<file path="src/rtl/upc_pkg.sv">
// upc_pkg: shared types and defaults for the micro-program sequencer.
//   upc_op_e  - 3-bit sequencer opcode
//   *_DEF     - default parameter values (micro-PC width, stack depth, loop counter width)
package upc_pkg;

   typedef enum logic [2:0] {
      OP_INCR  = 3'd0,
      OP_JUMP  = 3'd1,
      OP_JCOND = 3'd2,
      OP_CALL  = 3'd3,
      OP_RET   = 3'd4,
      OP_LDCNT = 3'd5,
      OP_LOOP  = 3'd6,
      OP_HOLD  = 3'd7
   } upc_op_e;

   localparam int AW_DEF    = 5;
   localparam int DEPTH_DEF = 4;
   localparam int CW_DEF    = 4;

   // Stack pointer must count 0..DEPTH inclusive.
   function automatic int sp_width(input int depth);
      return $clog2(depth + 1);
   endfunction

endpackage

</file>
<file path="src/rtl/upc_seq_if.sv">
// upc_seq_if: control/status bundle of the micro-program sequencer.
//   en, op, cond, target            - command from the control ROM side
//   upc                             - registered micro-PC
//   stack_full, stack_empty         - return-stack status
//   loop_busy, err                  - loop counter nonzero, sticky stack error
// master: drives the command (ROM/controller side); slave: the sequencer.
interface upc_seq_if
   import upc_pkg::*;
#(
   parameter int AW = AW_DEF
);
   logic          en;
   upc_op_e       op;
   logic          cond;
   logic [AW-1:0] target;
   logic [AW-1:0] upc;
   logic          stack_full;
   logic          stack_empty;
   logic          loop_busy;
   logic          err;

   modport master (
      output en, op, cond, target,
      input  upc, stack_full, stack_empty, loop_busy, err
   );

   modport slave (
      input  en, op, cond, target,
      output upc, stack_full, stack_empty, loop_busy, err
   );
endinterface

</file>
<file path="src/rtl/upc_stack.sv">
// upc_stack: return-address LIFO.
//   clk, reset  - clock, async active-high reset (clears pointer only)
//   push, pop   - push din / pop top; push-when-full and pop-when-empty ignored
//   din, dout   - data in, current top of stack (undefined when empty)
//   full, empty - occupancy flags, combinational from the pointer
module upc_stack
   import upc_pkg::*;
#(
   parameter int W     = AW_DEF,
   parameter int DEPTH = DEPTH_DEF
) (
   input  logic         clk,
   input  logic         reset,
   input  logic         push,
   input  logic         pop,
   input  logic [W-1:0] din,
   output logic [W-1:0] dout,
   output logic         full,
   output logic         empty
);
   localparam int SPW = sp_width(DEPTH);
   localparam int IW  = (DEPTH > 1) ? $clog2(DEPTH) : 1;

   logic [W-1:0]   mem [DEPTH];
   logic [SPW-1:0] sp;
   logic [SPW-1:0] top;

   assign full  = (sp == SPW'(DEPTH));
   assign empty = (sp == '0);
   assign top   = sp - 1'b1;
   // When empty the index wraps to a stale slot; callers never use it then.
   assign dout  = mem[IW'(top)];

   always_ff @(posedge clk or posedge reset) begin
      if (reset)
         sp <= '0;
      else if (push && !full)
         sp <= sp + 1'b1;
      else if (pop && !empty)
         sp <= sp - 1'b1;
   end

   // Contents are not reset; only the pointer defines validity.
   always_ff @(posedge clk) begin
      if (push && !full)
         mem[IW'(sp)] <= din;
   end
endmodule

</file>
<file path="src/rtl/upc_seq.sv">
// upc_seq: micro-program sequencer producing the control-ROM address.
//   clk, reset - clock, async active-high reset
//   bus        - upc_seq_if.slave: en/op/cond/target in; upc, stack_full,
//                stack_empty, loop_busy, err out
// Holds the micro-PC register, the single loop counter and the sticky error
// flag; return addresses live in upc_stack.
module upc_seq
   import upc_pkg::*;
#(
   parameter int AW    = AW_DEF,
   parameter int DEPTH = DEPTH_DEF,
   parameter int CW    = CW_DEF
) (
   input  logic      clk,
   input  logic      reset,
   upc_seq_if.slave  bus
);
   logic [AW-1:0] upc;
   logic [AW-1:0] inc;
   logic [CW-1:0] cnt;
   logic          err;
   logic          push;
   logic          pop;
   logic          full;
   logic          empty;
   logic [AW-1:0] ret_addr;

   assign inc  = upc + 1'b1;   // wraps silently at 2**AW-1
   assign push = bus.en && (bus.op == OP_CALL) && !full;
   assign pop  = bus.en && (bus.op == OP_RET)  && !empty;

   upc_stack #(.W(AW), .DEPTH(DEPTH)) u_stack (
      .clk   (clk),
      .reset (reset),
      .push  (push),
      .pop   (pop),
      .din   (inc),
      .dout  (ret_addr),
      .full  (full),
      .empty (empty)
   );

   always_ff @(posedge clk or posedge reset) begin
      if (reset) begin
         upc <= '0;
         cnt <= '0;
         err <= 1'b0;
      end else if (bus.en) begin
         case (bus.op)
            OP_INCR:  upc <= inc;
            OP_JUMP:  upc <= bus.target;
            OP_JCOND: upc <= bus.cond ? bus.target : inc;
            OP_CALL: begin
               if (!full) upc <= bus.target;
               else       err <= 1'b1;
            end
            OP_RET: begin
               if (!empty) upc <= ret_addr;
               else        err <= 1'b1;
            end
            OP_LDCNT: begin
               cnt <= bus.target[CW-1:0];
               upc <= inc;
            end
            OP_LOOP: begin
               // Count N runs the body N+1 times: branch while nonzero.
               if (cnt != '0) begin
                  cnt <= cnt - 1'b1;
                  upc <= bus.target;
               end else begin
                  upc <= inc;
               end
            end
            default: ;  // OP_HOLD
         endcase
      end
   end

   assign bus.upc         = upc;
   assign bus.stack_full  = full;
   assign bus.stack_empty = empty;
   assign bus.loop_busy   = (cnt != '0);
   assign bus.err         = err;
endmodule
</file>
<file path="src/flat_wrapper.sv">
// flat-port wrapper written by rule: the top's interface ports become plain ports
module upc_seq_flat import upc_pkg::*;
#(
   parameter int AW    = AW_DEF,
   parameter int DEPTH = DEPTH_DEF,
   parameter int CW    = CW_DEF
)
  (clk, reset, bus_en, bus_op, bus_cond, bus_target, bus_upc, bus_stack_full, bus_stack_empty, bus_loop_busy, bus_err);
  upc_seq_if #(.AW(AW)) bus_i ();
  input  logic clk;
  input  logic reset;
  input wire logic [$bits(bus_i.en)-1:0] bus_en;
  input wire logic [$bits(bus_i.op)-1:0] bus_op;
  input wire logic [$bits(bus_i.cond)-1:0] bus_cond;
  input wire logic [$bits(bus_i.target)-1:0] bus_target;
  output wire logic [$bits(bus_i.upc)-1:0] bus_upc;
  output wire logic [$bits(bus_i.stack_full)-1:0] bus_stack_full;
  output wire logic [$bits(bus_i.stack_empty)-1:0] bus_stack_empty;
  output wire logic [$bits(bus_i.loop_busy)-1:0] bus_loop_busy;
  output wire logic [$bits(bus_i.err)-1:0] bus_err;
  assign bus_i.en = bus_en;
  assign bus_i.op = bus_op;
  assign bus_i.cond = bus_cond;
  assign bus_i.target = bus_target;
  assign bus_upc = bus_i.upc;
  assign bus_stack_full = bus_i.stack_full;
  assign bus_stack_empty = bus_i.stack_empty;
  assign bus_loop_busy = bus_i.loop_busy;
  assign bus_err = bus_i.err;
  upc_seq #(.AW(AW), .DEPTH(DEPTH), .CW(CW)) u_core (.clk(clk), .reset(reset), .bus(bus_i));
endmodule
</file>
<file path="config.mk">
export PLATFORM = sky130hd
export DESIGN_NAME = upc_seq_flat
export DESIGN_NICKNAME = d
export VERILOG_FILES = /design/src/rtl/upc_pkg.sv /design/src/rtl/upc_seq_if.sv /design/src/rtl/upc_stack.sv /design/src/rtl/upc_seq.sv /design/src/flat_wrapper.sv
export SDC_FILE = /design/constraint.sdc
export NUM_CORES = 1
export LEC_CHECK = 0
export CAP_MARGIN = 20
export CORE_MARGIN = 2
export CORE_UTILIZATION = 25
export CTS_CLUSTER_DIAMETER = 150
export DETAILED_ROUTE_END_ITERATION = 6
export PLACE_DENSITY = 0.48
export RECOVER_POWER = 50
export SETUP_SLACK_MARGIN = 0.05
export SLEW_MARGIN = 20
export SYNTH_ARGS = -nofsm -noshare
export SYNTH_HDL_FRONTEND = slang
export SYNTH_SLANG_ARGS = --single-unit
</file>
<file path="constraint.sdc">
create_clock -name clk -period 5.5 [get_ports clk]
set_clock_uncertainty 0.05 [all_clocks]
set_input_delay 1.65 -clock clk [delete_from_list [all_inputs] [get_ports clk]]
set_output_delay 1.65 -clock clk [all_outputs]
set_load 0.03 [all_outputs]
</file>
==> results.md <==
- Sequential area share after synthesis: between 50% and 60%
- Post-CTS Setup Bufs: 0
- Family with the most delay on the worst path: buffers and inverters
- Top-area cell type share of the netlist area: between 30% and 40%
- Yosys top cell by area: edfxtp_1
- Overall die width: 88.48 µm
- Vias post-DR: roughly 1,200
- Max incr delay on CP: between 0.7 and 0.8 ns
- CTS resizes: 0
- R2R Setup Slk: between 2 and 3 ns
- Achievable frequency: about 250 MHz
- Clk network pwr share: approximately a fifth
- Synth Cell Area: about 0.0018 mm²
- Die area: 0.007829 mm²
- Total GRT Usage: 11.01%
- Hold slack: between 0.4 and 0.5 ns
- P&R area growth vs syn: 20.13%
- Buffer and inverter count on the worst path: 2
- # port buffers: 20
- Clk buf depth: 2
- CP endpoint kind: output pin
- Starting Density: between 20 and 30%
- Min cycle time layout: roughly 4 ns
- Fraction of layout cells with a size suffix above 1: about a tenth
- DRT iter0 DRCs: 92
- Critical-path top delay cell: clkdlybuf4s50_1
- Most frequent cells in the layout: 20 x edfxtp_1, 16 x clkdlybuf4s50_1, 13 x dfrtp_1
- Final worst slack: roughly 1.5 ns
- Post-route ant nets: 0
- Gpl congestion: about 0.74
- Number of enable flip-flop cells after synthesis: 20
- Reg-to-Reg Start: u_core.u_stack.sp[0]$_DFFE_PP0P_
- Root buf cell: clkbuf_8
- Sink Count: 33
- Critical path depth: 4
- Mapped Nets: 168
- Vias in the first global route: between 1,000 and 1,500
- DR pass1 iterations: 4
- Initial antenna violation count: 0
- Hold_sp: u_core.bus.err$_DFFE_PP0P_
- Worst hold path class: reg2reg
- Period utilization: around 73%
- Pwr/cell area: just over 400 mW/mm²
- Pin count of the biggest net entering global routing: 18
- Hold-fix buffers, CTS: 0
- GR Overflow Total: 0
- WS Path Type: reg2out
- Cells after synthesis: 149
- CP startpoint kind: register
- Routed WL: approximately 3.9 mm
- # nets final: between 150 and 200
- Syn_area_per_cell: around 12 µm²
- Endpoints failing hold: 0
- Wire per inst: between 10 and 15 µm
- Synth unique cells: 45
- Crit path launch: u_core.u_stack.sp[0]$_DFFE_PP0P_
- Number of remaining DRC errors: 0
- Synth Flop Type: edfxtp_1
- HPWL Detailed: 2.948 mm
- CTS tree: yes
- Synth area leaders: edfxtp_1 34%, dfrtp_1 18%, mux4_2 6.3%
- Psw: around 0.32 mW
- Worst skew pair latency: 0.28 ns
- Synth Register Bits: 33
- Ports: 21
- RSZ-0062 raised after global routing: no
- Dpl cells: roughly 260
- Level count of the clock H-tree: 2
- Sum of negative setup slack: 0 ns
- Req. time, crit path: around 3.8 ns
- Ys async rst share: 39.39%
- Max-slew violations: 0
- ANT cells: 0
- Synth warnings: 0
- Core Area: ~0.0069 mm²
- Final Non-Filler Cells: ~270
- Switching Share: a little over a third
- Crit-path cells: inv_1, ha_1, nor2b_1, clkdlybuf4s50_1
- Combinational Power Share: a little under two fifths
- Setup WS pre-CTS: 1.516 ns
- CP arrival: about 2.3 ns
- Commonest non-fill, non-tap cell in the layout: edfxtp_1
- # rows: 30
- Setup violators final: 0
- Sequential Power Share: about two fifths
- Max cap viols: 0
- P_int: 0.5620 mW
- Worst-path clk slew: around 0.070 ns
- Die extent in y: approximately 88 µm
- R2R Path End: u_core.u_stack.sp[2]$_DFFE_PP0P_
- Status: finished clean
- Pleak: between 0.8 and 0.9 nW
- Setup crit end: bus_stack_empty
- Vias per std cell: approximately 4.7
- CTS Buf Count: 5
- First-pass GRT wire length: 6.465 mm
- Peak supply drop: approximately 180 µV
- Worst Path Max Fanout: 9
- Reg2reg path depth: 6
- Worst Tran Pin Value: 0.8023 ns
- Relative slew margins: 46.10%
-- cell families after synthesis --
group	count (synthesis)	synth area share [%]
adders and majority gates	7	4.909
DFF	33	51.89
muxes	7	7.504
buffers and inverters	19	4.979
xor gates and xnor gates	6	2.945
AOI/OAI and AO/OA	34	14.17
and+or+nand+nor	43	13.60
-- cells in the mapped netlist, types with 3 or more instances --
| cell type | count |
|---|---|
| and3_1 | 4 |
| nor2_1 | 8 |
| a22oi_1 | 5 |
| edfxtp_1 | 20 |
| mux4_2 | 5 |
| nand2b_1 | 3 |
| inv_1 | 12 |
| clkbuf_1 | 3 |
| and2_1 | 3 |
| a31oi_1 | 4 |
| dfrtp_1 | 13 |
| xnor2_1 | 4 |
| nand3_1 | 9 |
| ha_1 | 7 |
| nand2_1 | 5 |
| o21ai_0 | 6 |
-- stage by stage --
stage                     instance area (µm²)  power [mW]  utilization (%)
final                                    2143      0.8851            31.20
after global routing                     2143      0.9495            31.20
after CTS                                2143      0.8996            31.20
after detailed placement                 2061      0.7236            30.00
after global placement                   2061      0.7261            30.00
after floorplan                          1784      0.6083                -
-- state kept, by name (all words and copies together) (netlist names) --
name	cells
u_core.cnt	4
u_core.u_stack.mem	20
u_core.bus.err	1
u_core.u_stack.sp	3
u_core.bus.upc	5
-- power by group through the flow --
| stage | Sequential [mW] | Clock [mW] | Combinational (mW) |
|---|---|---|---|
| detailed placement | 0.378 | 0 | 0.346 |
| global placement | 0.378 | 0 | 0.348 |
| finish | 0.371 | 0.175 | 0.340 |
| global route | 0.381 | 0.193 | 0.376 |
| floorplan | 0.381 | 0 | 0.227 |
| CTS | 0.373 | 0.179 | 0.348 |
-- routing by layer --
layer  GRT usage [%]  up-vias  share of wire [%]
li1                -      604                  -
met5               0        -                  0
met4           3.719        0               0.90
met1           16.01      603                 51
met3           2.892        5                3.8
met2           15.86       27                 44
-- final cells by class --
cell class / count / area, µm²
clock buffers: 6 / 72.57
inverters: 12 / 45.04
flip-flops and latches: 33 / 925.9
fillers: 702 / 4726
clock inverters: 2 / 10.01
repair buffers: 20 / 200.2
multi-input cells: 97 / 769.5
well taps: 96 / 120.1
-- how the worst min path moves through the flow --
stage	end	slack, ns	cells past startpoint
floorplan	u_core.cnt[0]$_DFFE_PP0P_	0.41	1
detailed placement	u_core.bus.err$_DFFE_PP0P_	0.41	1
global placement	u_core.bus.err$_DFFE_PP0P_	0.42	1
finish	u_core.bus.err$_DFFE_PP0P_	0.42	1
global route	u_core.bus.err$_DFFE_PP0P_	0.46	1
CTS	u_core.bus.err$_DFFE_PP0P_	0.44	1
No activity file was read; power rests on OpenSTA's default activity.
